$ cat src/rtl/scan_pkg.sv
// Shared types and decode helper for the scan/direct one-hot strobe decoder.
package scan_pkg;

  typedef enum logic [1:0] {
    IDLE       = 2'd0,
    DIRECT     = 2'd1,
    SCAN_DRIVE = 2'd2,
    SCAN_GAP   = 2'd3
  } state_e;

  // Widest supported decode is 6 -> 64; callers truncate to their own N.
  function automatic logic [63:0] onehot(input logic [5:0] idx, input int n);
    onehot = '0;
    if (int'(idx) < n) onehot[idx] = 1'b1;
  endfunction

endpackage

$ cat src/rtl/onehot_dec.sv
// Combinational SEL_W -> 2^SEL_W one-hot decoder.
module onehot_dec
  import scan_pkg::*;
#(
  parameter int SEL_W = 4
) (
  input  logic [SEL_W-1:0]      sel,
  output logic [(1<<SEL_W)-1:0] d
);

  localparam int N = 1 << SEL_W;

  assign d = N'(onehot(6'(sel), N));

endmodule

$ cat src/rtl/scan_decoder.sv
// Registered one-hot decoder: host-indexed direct mode or autonomous scan with
// programmable dwell and break-before-make blanking.
module scan_decoder
  import scan_pkg::*;
#(
  parameter int SEL_W = 4,
  parameter int DWELL = 8,
  parameter int GAP   = 1
) (
  input  logic                  clk,
  input  logic                  rst_n,
  input  logic                  en,
  input  logic                  mode,
  input  logic [SEL_W-1:0]      sel,
  input  logic                  sel_vld,
  output logic [(1<<SEL_W)-1:0] d,
  output logic [SEL_W-1:0]      idx,
  output logic                  active,
  output logic                  wrap
);

  localparam int N     = 1 << SEL_W;
  localparam int CNT_W = $clog2(DWELL + GAP + 1);

  state_e             state_q, state_d;
  logic [CNT_W-1:0]   cnt_q, cnt_d;
  logic [SEL_W-1:0]   idx_q, idx_d;
  logic [N-1:0]       d_q, d_d, dec;
  logic               active_q, active_d;
  logic               wrap_q, wrap_d;
  logic               drive;

  // Decoding the next index keeps d registered with no extra pipeline stage.
  onehot_dec #(.SEL_W(SEL_W)) u_dec (
    .sel (idx_d),
    .d   (dec)
  );

  always_comb begin
    state_d = state_q;
    cnt_d   = cnt_q;
    idx_d   = idx_q;
    drive   = active_q;
    wrap_d  = 1'b0;
    if (!en) begin
      state_d = IDLE;
      cnt_d   = '0;
      drive   = 1'b0;
    end else begin
      unique case (state_q)
        IDLE: begin
          cnt_d = '0;
          if (mode) begin
            state_d = SCAN_DRIVE;
            idx_d   = '0;
            drive   = 1'b1;
          end else begin
            state_d = DIRECT;
            drive   = 1'b0;
          end
        end
        DIRECT: begin
          if (sel_vld) begin
            idx_d = sel;
            drive = 1'b1;
          end
        end
        SCAN_DRIVE: begin
          if (cnt_q == CNT_W'(DWELL - 1)) begin
            cnt_d = '0;
            if (GAP > 0) begin
              state_d = SCAN_GAP;
              drive   = 1'b0;
            end else begin
              idx_d  = idx_q + SEL_W'(1);
              wrap_d = (idx_q == {SEL_W{1'b1}});
              drive  = 1'b1;
            end
          end else begin
            cnt_d = cnt_q + CNT_W'(1);
          end
        end
        SCAN_GAP: begin
          // idx holds through the blank; it advances only as the next strobe starts
          if (cnt_q == CNT_W'(GAP - 1)) begin
            cnt_d   = '0;
            state_d = SCAN_DRIVE;
            idx_d   = idx_q + SEL_W'(1);
            wrap_d  = (idx_q == {SEL_W{1'b1}});
            drive   = 1'b1;
          end else begin
            cnt_d = cnt_q + CNT_W'(1);
          end
        end
        default: state_d = IDLE;
      endcase
    end
  end

  assign d_d      = drive ? dec : '0;
  assign active_d = drive;

  always_ff @(posedge clk or negedge rst_n) begin
    if (!rst_n) begin
      state_q  <= IDLE;
      cnt_q    <= '0;
      idx_q    <= '0;
      d_q      <= '0;
      active_q <= 1'b0;
      wrap_q   <= 1'b0;
    end else begin
      state_q  <= state_d;
      cnt_q    <= cnt_d;
      idx_q    <= idx_d;
      d_q      <= d_d;
      active_q <= active_d;
      wrap_q   <= wrap_d;
    end
  end

  assign d      = d_q;
  assign idx    = idx_q;
  assign active = active_q;
  assign wrap   = wrap_q;

endmodule

$ cat config.mk
export PLATFORM = sky130hd
export DESIGN_NAME = scan_decoder
export DESIGN_NICKNAME = d
export VERILOG_FILES = /design/src/rtl/scan_pkg.sv /design/src/rtl/onehot_dec.sv /design/src/rtl/scan_decoder.sv
export SDC_FILE = /design/constraint.sdc
export NUM_CORES = 1
export LEC_CHECK = 0
export CORE_MARGIN = 1.5
export CORE_UTILIZATION = 53
export DETAILED_ROUTE_END_ITERATION = 16
export GPL_ROUTABILITY_DRIVEN = 0
export GPL_TIMING_DRIVEN = 0
export PLACE_DENSITY = 0.89
export SYNTH_ARGS = -nofsm -noshare
export SYNTH_HDL_FRONTEND = slang
export SYNTH_SLANG_ARGS = --single-unit
$ cat constraint.sdc
create_clock -name clk -period 3.9 [get_ports clk]
set_input_delay 0.39 -clock clk [delete_from_list [all_inputs] [get_ports clk]]
set_output_delay 0.39 -clock clk [all_outputs]
set_load 0.005 [all_outputs]
==> results of run 1 <==
[layer usage]
metal | global-route usage (%) | share of wire [%] | up-vias
met5 | 0 | 0 | -
met4 | 13.33 | 2.5 | 0
met3 | 3.005 | 8.0 | 11
met2 | 35.74 | 46 | 69
met1 | 37.03 | 44 | 567
li1 | - | - | 539
[flip-flops by register name (all words and copies together), names as in the netlist]
name,count
active,1
d,16
wrap,1
idx,4
state_q,2
cnt_q,4
[final timing paths]
check	slack (ns)	depth (start not counted)	endpoint	startpoint
worst max-delay path	1.46	8	d[5]	cnt_q[0]
worst min-delay path	0.04	1	cnt_q[0]	rst_n
worst max register to register	1.46	8	d[5]	cnt_q[0]
worst min register to register	0.56	2	cnt_q[1]	cnt_q[1]
max in group asynchronous	3.46	1	d[1]	rst_n
min in group clk	0.56	2	cnt_q[1]	cnt_q[1]
[layout make-up]
cell class	count	share of cell area, %
clock buffers	3	1.262
inverters	8	1.683
repair buffers	30	16.55
multi-input cells	89	35.27
clock inverters	1	1.683
well taps	30	2.104
flip-flops and latches	28	39.27
plain buffers	6	2.174
[cells in the final DEF (no fill, tap or decap), drive strengths merged, types with 2 or more instances in the layout]
master	count
clkdlybuf4s50	29
dfrtp	28
nand2	11
nor3	9
inv	8
o21ai	8
nor3b	8
nand3	7
nor2	6
a21oi	6
clkbuf	5
buf	5
nand3b	3
ha	3
o31ai	2
o211ai	2
nor2b	2
o221ai	2
[metrics by stage]
stage / util (%) / hold slack, ns
2_1_floorplan: - / 0.09441
3_3_place_gp: 70.10 / 0.5164
3_5_place_dp: 70.10 / 0.5290
4_1_cts: 72.22 / 0.5613
5_1_grt: 72.02 / 0.07579
6_report: 72.02 / 0.03597
[worst register-to-register path: stages (launching register included)]
cell      delay (ns)
dfrtp_1         0.44
inv_1           0.09
ha_1            0.24
nor4bb_1        0.31
buf_4           0.21
a221oi_1        0.14
or4b_1          0.58
buf_6           0.17
nor3b_2         0.19
[logic make-up after synthesis]
family	count (synthesis)
simple gates	59
flops	28
compound gates	25
buf+inv	14
fa+ha+maj	3
mux	2
[report_power, final]
| part | leakage, nW | switching [mW] | internal [mW] |
|---|---|---|---|
| logic | 0.321 | 0.0875 | 0.0782 |
| registers | 0.385 | 0.0161 | 0.306 |
| clock network | 0.0279 | 0.0850 | 0.104 |
| total | 0.734 | 0.189 | 0.489 |
==> impl_metrics.py, run 1 <==
metrics = {
    "clock_network": {
        "cts_buffers": 3,
        "cts_root_buffer": "clkbuf_4",
        "clockBufferDepth": 2,
        "clock_sinks": 28,
        "htree_num_levels": 1,
        "clk_pin_slew_ns": 0.15,
        "postCtsHoldBufs": 0,
        "cts_resized": 0,
        "postCtsSetupBuffers": 0,
        "cts_tree": "yes",
        "clk_latency_ns": 0.33,
    },
    "worst_setup_path": {
        "crit_required_ns": 4.16,
        "critPathMaxFanout": 8,
        "slowest_delay_ns": 0.58,
        "end_kind": "flop",
        "slowest_stage": "or4b_1",
        "path_buf_inv": 3,
        "critPathArrivalTime_ns": 2.70,
        "cp_cell_sequence": "inv_1 -> ha_1 -> nor4bb_1 -> buf_4 -> a221oi_1 -> or4b_1 -> buf_6 -> nor3b_2",
        "critical_path.top_delay_family": "simple AND/OR/NAND/NOR gates",
        "start_kind": "flop",
        "critPathKind": "reg -> reg",
    },
    "timing": {
        "skew_ns": 0.008501,
        "hold_viol_final": 0,
        "finalMaxSlewViolations": 0,
        "fmax_mhz": 410.3,
        "tns_ns": 0,
        "min_period_over_period_pct": 62.49,
        "rsz0062_at_grt": "false",
        "max_slew.worst_pin.slew_ns": 0.6938,
        "finalSetupViolations": 0,
        "slew_headroom_pct": 53.55,
        "finalCriticalPeriod_ns": 2.437,
        "fin_ws_ns": 1.463,
    },
    "route": {
        "drt_first_pass_iters": 4,
        "num_vias": 1186,
        "wl_per_cell_um": 15.99,
        "vias_per_cell": 6.082,
        "drt-initial-drc-count": 52,
        "drc_errors": 0,
        "final_antenna_net_count": 0,
        "wirelength_um": 3119,
    },
    "final_layout": {
        "syn_to_final_growth_pct": 27.55,
        "final_cell_area_um2": 1784,
        "drive_gt1_share_pct": 13.33,
        "num-nets-final": 178,
        "diodes": 0,
        "layoutNonFillerInstCount": 195,
        "regArea_um2": 700.7,
        "fillCellCount": 187,
        "multi_input_area_um2": 629.4,
    },
    "floorplan": {
        "row_count": 18,
        "die_x_um": 54.38,
        "design.die.area_um2": 2957,
        "dieHeight_um": 54.38,
        "core_um2": 2477,
        "io-pin-count": 31,
        "initial_core_util_pct": 56.46,
    },
    "synth": {
        "synthesis.area_um2": 1399,
        "synthSimpleGateAreaFrac_pct": 28.26,
        "ys_ff_latch": 28,
        "muxShareOfSynthArea_pct": 1.521,
        "synth_top_family_by_area": "simple AND/OR/NAND/NOR gates",
        "synth_fa_ha_area_share_pct": 2.683,
        "synth_commonest_cells": "dfrtp_1, nand2_1, inv_1, o21ai_0",
        "yosys_most_used_dff": "dfrtp_1",
        "avgSynthCellArea_um2": 10.68,
        "synthTopCellsByArea": "dfrtp_1, nor3b_2, nand2_1",
        "synth_cells": 131,
        "yosys_warnings": 0,
        "synth_edf_count": 0,
        "syn-num-nets": 143,
        "ys_types": 43,
        "async_reset_ff_share_pct": 100.0,
        "synth_compound_area_share_pct": 12.52,
        "synth.largest_area_cell": "dfrtp_1",
        "synth.most_common_cell": "dfrtp_1",
        "synthXorXnorAreaFrac_pct": 0,
        "seq_area_frac_synth_pct": 50.09,
        "netlist.area_leader.share_pct": 50.09,
    },
    "power": {
        "power_leakage_nw": 0.7338,
        "power_density_nw_per_um2": 379.6,
        "irDropWorstVdd_mv": 0.2813,
        "totalPowerFinal_mw": 0.6773,
    },
    "grt": {
        "grt-ovfl-total": 0,
        "grt_max_degree": 29,
        "grt.total_usage_pct": 25.01,
        "grt_pass1_vias": 1065,
        "grt_pass1_wl_um": 5175,
        "grt_antenna_before_repair": 0,
    },
    "placement": {
        "dp_slack_ns": 1.302,
        "post-place-cells": 191,
        "place_area_um2": 1737,
        "dp_hpwl_um": 2162,
        "io_buffer_count": 30,
    },
    "status": {
        "status": "finished clean",
    },
    "hold_path": {
        "min_path_type": "in -> async",
    },
    "flow_run": {
        "cap_violations": 0,
    },
}
No activity file was read; power rests on OpenSTA's default activity.
==> run 2: changes to the inputs <==
--- a/config.mk
+++ b/config.mk
@@ -6,11 +6,11 @@
 export NUM_CORES = 1
 export LEC_CHECK = 0
 export CORE_MARGIN = 1.5
-export CORE_UTILIZATION = 53
+export CORE_UTILIZATION = 49
 export DETAILED_ROUTE_END_ITERATION = 16
 export GPL_ROUTABILITY_DRIVEN = 0
 export GPL_TIMING_DRIVEN = 0
-export PLACE_DENSITY = 0.89
+export PLACE_DENSITY = 0.84
 export SYNTH_ARGS = -nofsm -noshare
 export SYNTH_HDL_FRONTEND = slang
 export SYNTH_SLANG_ARGS = --single-unit
==> constraint.sdc (replaced) <==
create_clock -name clk -period 2.35 [get_ports clk]
set_input_delay 0.235 -clock clk [delete_from_list [all_inputs] [get_ports clk]]
set_output_delay 0.235 -clock clk [all_outputs]
set_load 0.005 [all_outputs]
==> impl_metrics.py, run 2 (synthesis gave the netlist of run 1 again) <==
metrics = {
    "status": {
        "status": "finished clean",
    },
    "timing": {
        "hold_viol_final": 0,
        "holdWs_ns": 0.4279,
        "fmax_mhz": 449.0,
        "slew_headroom_pct": 58.06,
        "max_slew.worst_pin.slew_ns": 0.6291,
        "finalSetupViolations": 0,
        "skew_ns": 0.003140,
        "finalCriticalPeriod_ns": 2.227,
        "fin_ws_ns": 0.1230,
        "min_period_over_period_pct": 94.77,
        "finalMaxSlewViolations": 0,
    },
    "route": {
        "final_antenna_net_count": 0,
        "drt_first_pass_iters": 4,
        "vias_per_cell": 5.741,
        "drt-initial-drc-count": 39,
        "num_vias": 1177,
        "drc_errors": 0,
        "wl_per_cell_um": 16.24,
        "wirelength_um": 3330,
    },
    "final_layout": {
        "fillCellCount": 212,
        "final_util_pct": 69.24,
        "diodes": 0,
        "num-nets-final": 187,
        "final_common_cell": "clkdlybuf4s50_1",
        "syn_to_final_growth_pct": 35.33,
        "largest_register_ffs": 16,
        "regArea_um2": 700.7,
        "final_cell_mix": "clkdlybuf4s50_1, dfrtp_1, nand2_1, buf_4, o21ai_0",
        "drive_gt1_share_pct": 20.11,
        "multi_input_area_um2": 666.9,
        "final_cell_area_um2": 1893,
    },
    "power": {
        "totalPowerFinal_mw": 1.172,
        "power_leakage_nw": 0.7908,
        "irDropWorstVdd_mv": 0.6017,
        "power_density_nw_per_um2": 618.9,
    },
    "floorplan": {
        "initial_core_util_pct": 51.17,
        "dieHeight_um": 56.43,
        "design.die.area_um2": 3184,
        "row_count": 19,
        "core_um2": 2734,
        "die_x_um": 56.43,
        "io-pin-count": 31,
    },
    "worst_setup_path": {
        "critPathKind": "reg -> reg",
        "crit_start": "cnt_q[0]",
        "crit_end": "d[5]",
        "critPathArrivalTime_ns": 2.50,
        "end_kind": "flop",
        "r2r_setup_slack_ns": 0.12,
        "critPathMaxFanout": 8,
        "start_kind": "flop",
        "r2r-end": "d[5]",
        "crit_required_ns": 2.62,
        "r2r_cells": 9,
        "r2r-start": "cnt_q[0]",
    },
    "grt": {
        "grt.total_usage_pct": 21.53,
        "grt_max_degree": 29,
        "grt_pass1_vias": 1172,
        "grt_pass1_wl_um": 5299,
        "grt-ovfl-total": 0,
        "grt_antenna_before_repair": 0,
    },
    "clock_network": {
        "cts_buffers": 3,
        "htree_num_levels": 1,
        "clock_sinks": 28,
        "cts_tree": "yes",
        "clk_latency_ns": 0.33,
        "clockBufferDepth": 2,
        "clk_pin_slew_ns": 0.15,
        "cts_root_buffer": "clkbuf_4",
    },
    "hold_path": {
        "min_path_type": "in -> async",
    },
    "placement": {
        "dp_hpwl_um": 2179,
        "dp_slack_ns": -0.03972,
        "place_area_um2": 1738,
        "io_buffer_count": 30,
    },
    "flow_run": {
        "cap_violations": 0,
    },
}
-- run 2: cell types whose count changed in the layout (fill, tap and decap cells not counted), sizes merged --
cell and delta:
buf +8, dlygate4sd3 +1
-- run 2: power by group --
group	total, mW	switching (mW)	leakage [nW]	internal [mW]
clock network	0.316	0.144	0.0279	0.173
logic	0.321	0.157	0.378	0.165
registers	0.534	0.0254	0.385	0.509
total	1.17	0.326	0.791	0.846
-- run 2: layout make-up --
class | count | share of cell area (%)
buffer | 6 | 2.049
clock buffer | 3 | 1.190
clock inverter | 1 | 1.586
inverter | 8 | 1.586
multi-input combinational | 89 | 35.23
sequential | 28 | 37.01
tap | 31 | 2.049
timing repair buffer | 39 | 19.30
-- run 2: stage by stage --
step	TNS (ns)	instances
3_5_place_dp	-0.1759	192
2_1_floorplan	0	131
3_3_place_gp	-0.003956	192
6_report	0	205
4_1_cts	0	198
5_1_grt	-0.003481	205
-- run 2: layer usage --
layer  up-vias  wire [um]  global-route usage, %
li1        559          -                      -
met1       565       1358                  25.99
met2        47       1674                  37.38
met3         6        231                  5.300
met4         0         65                  7.143
met5         -          0                      0
-- run 2: worst min-delay path by stage --
stage	to	slack, ns	cells after the start
after floorplan	active	-0.06	0
after global placement	cnt_q[1]	0.52	2
after detailed placement	cnt_q[0]	0.55	1
after CTS	cnt_q[2]	0.56	1
after global routing	cnt_q[2]	0.49	2
final	cnt_q[2]	0.43	2
-- run 2: critical path: stages (launching register included) --
cell      delay, ns
dfrtp_1        0.42
inv_2          0.08
ha_4           0.15
nor4bb_4       0.28
buf_4          0.19
a21oi_2        0.04
o221ai_2       0.17
or4b_4         0.49
buf_6          0.16
nor3b_4        0.18
-- run 2: repair_timing --
item,4_1_cts,5_1_grt
endpoints found under the hold margin,0,28
setup buffers,2,6
gates resized for setup,2,6
pin swaps,0,3
endpoints found under the setup margin,10,15
hold buffers,0,1
==> run 3: changes to the inputs <==
--- a/config.mk
+++ b/config.mk
@@ -10,7 +10,8 @@
 export DETAILED_ROUTE_END_ITERATION = 16
 export GPL_ROUTABILITY_DRIVEN = 0
 export GPL_TIMING_DRIVEN = 0
-export PLACE_DENSITY = 0.84
+export HOLD_SLACK_MARGIN = 0.08
+export PLACE_DENSITY = 0.85
 export SYNTH_ARGS = -nofsm -noshare
 export SYNTH_HDL_FRONTEND = slang
 export SYNTH_SLANG_ARGS = --single-unit
==> impl_metrics.py, run 3 (synthesis gave the netlist of run 1 again) <==
metrics = {
    "status": {
        "status": "finished clean",
    },
    "worst_setup_path": {
        "r2r-end": "d[6]",
        "r2r-start": "cnt_q[0]",
        "critPathMaxFanout": 5,
        "critPathArrivalTime_ns": 2.47,
        "start_kind": "flop",
        "critPathKind": "reg -> reg",
        "r2r_setup_slack_ns": 0.12,
        "end_kind": "flop",
        "r2r_cells": 7,
        "crit_start": "cnt_q[0]",
        "crit_required_ns": 2.59,
    },
    "route": {
        "met3WireLength_um": 244,
        "wirelength_um": 3197,
        "vias_per_cell": 5.851,
        "drc_errors": 0,
        "drt-initial-drc-count": 65,
        "met1_length_um": 1372,
        "final_antenna_net_count": 0,
        "top_layer_used": "met4",
        "wl_met2_um": 1561,
        "wl_per_cell_um": 15.91,
        "num_vias": 1176,
        "drt_first_pass_iters": 4,
    },
    "placement": {
        "dp_slack_ns": -0.09820,
        "place_area_um2": 1738,
        "post-place-cells": 192,
        "dp_hpwl_um": 2240,
        "io_buffer_count": 30,
    },
    "final_layout": {
        "diodes": 0,
        "drive_gt1_share_pct": 17.65,
        "fillCellCount": 207,
        "syn_to_final_growth_pct": 31.66,
        "final_common_cell": "clkdlybuf4s50_1",
        "layoutNonFillerInstCount": 201,
        "final_util_pct": 67.37,
        "num-nets-final": 183,
        "largest_register_ffs": 16,
        "final_cell_mix": "clkdlybuf4s50_1, dfrtp_1, nand2_1, inv_1, o21ai_0",
        "final_cell_area_um2": 1842,
    },
    "grt": {
        "grt-ovfl-total": 0,
        "grt.total_usage_pct": 21.11,
        "grt_pass1_wl_um": 5257,
        "grt_pass1_vias": 1111,
        "grt_antenna_before_repair": 0,
        "grt_max_degree": 29,
    },
    "timing": {
        "max_slew.worst_pin.slew_ns": 0.6139,
        "skew_ns": 0.004492,
        "fmax_mhz": 448.6,
        "slew_headroom_pct": 59.07,
        "finalSetupViolations": 0,
        "tns_ns": 0,
        "holdWs_ns": 0.4465,
        "hold_viol_final": 0,
        "fin_ws_ns": 0.1210,
        "finalCriticalPeriod_ns": 2.229,
        "finalMaxSlewViolations": 0,
        "min_period_over_period_pct": 94.85,
    },
    "clock_network": {
        "cts_tree": "yes",
        "clock_sinks": 28,
        "cts_buffers": 3,
        "cts_root_buffer": "clkbuf_4",
        "clockBufferDepth": 2,
        "clk_pin_slew_ns": 0.14,
        "clk_latency_ns": 0.31,
        "htree_num_levels": 1,
    },
    "floorplan": {
        "die_x_um": 56.43,
        "core_um2": 2734,
        "dieHeight_um": 56.43,
        "design.die.area_um2": 3184,
        "row_count": 19,
        "initial_core_util_pct": 51.17,
        "io-pin-count": 31,
    },
    "flow_run": {
        "cap_violations": 0,
    },
    "power": {
        "irDropWorstVdd_mv": 0.6260,
        "power_density_nw_per_um2": 579.3,
        "totalPowerFinal_mw": 1.067,
        "power_leakage_nw": 0.7565,
    },
    "hold_path": {
        "min_path_type": "in -> async",
    },
}
[run 3: cell types whose count changed in the layout (fill, tap and decap cells not counted), moves of 2 or more]
cell and delta:
buf_4 -4, inv_1 +2, nor3b_2 +2, inv_2 -2
[run 3: timing repair]
item,4_1_cts,5_1_grt
endpoints found under the setup margin,0,17
buffers inserted,0,4
hold endpoints to repair,0,28
hold buffers,0,1
gates resized for setup,0,8
[run 3: routing by layer]
layer	global-route usage (%)	up-vias
met4	5.102	0
met3	5.300	2
met2	33.22	50
met5	0	-
met1	29.42	576
li1	-	548
[run 3: where the power goes]
group	switching (mW)	internal, mW
registers	0.0258	0.509
clock network	0.132	0.0946
logic	0.153	0.153
[run 3: critical path, cell delays in order, from the launching register on]
cell and delay [ns]:
dfrtp_1 0.45, inv_1 0.08, ha_2 0.21, nand4bb_4 0.15, o311a_1 0.35, a2111o_1 0.47, nand2b_2 0.26, nor3b_2 0.20
[run 3: worst max path at each step]
stage	end	slack, ns
2_1_floorplan	d[7]	0.21
5_1_grt	d[14]	-0.04
3_5_place_dp	d[6]	-0.1
4_1_cts	d[14]	0.002
3_3_place_gp	d[14]	0.03
6_report	d[6]	0.12
[run 3: final cells by class]
cell class	count	area [um2]	share of cell area, %
Buffer	6	45.04	2.446
Clock buffer	4	36.28	1.970
Timing Repair Buffer	35	335.3	18.21
Inverter	8	30.03	1.630
Sequential cell	28	700.7	38.04
Tap cell	31	38.79	2.106
Multi-Input combinational cell	89	655.6	35.60
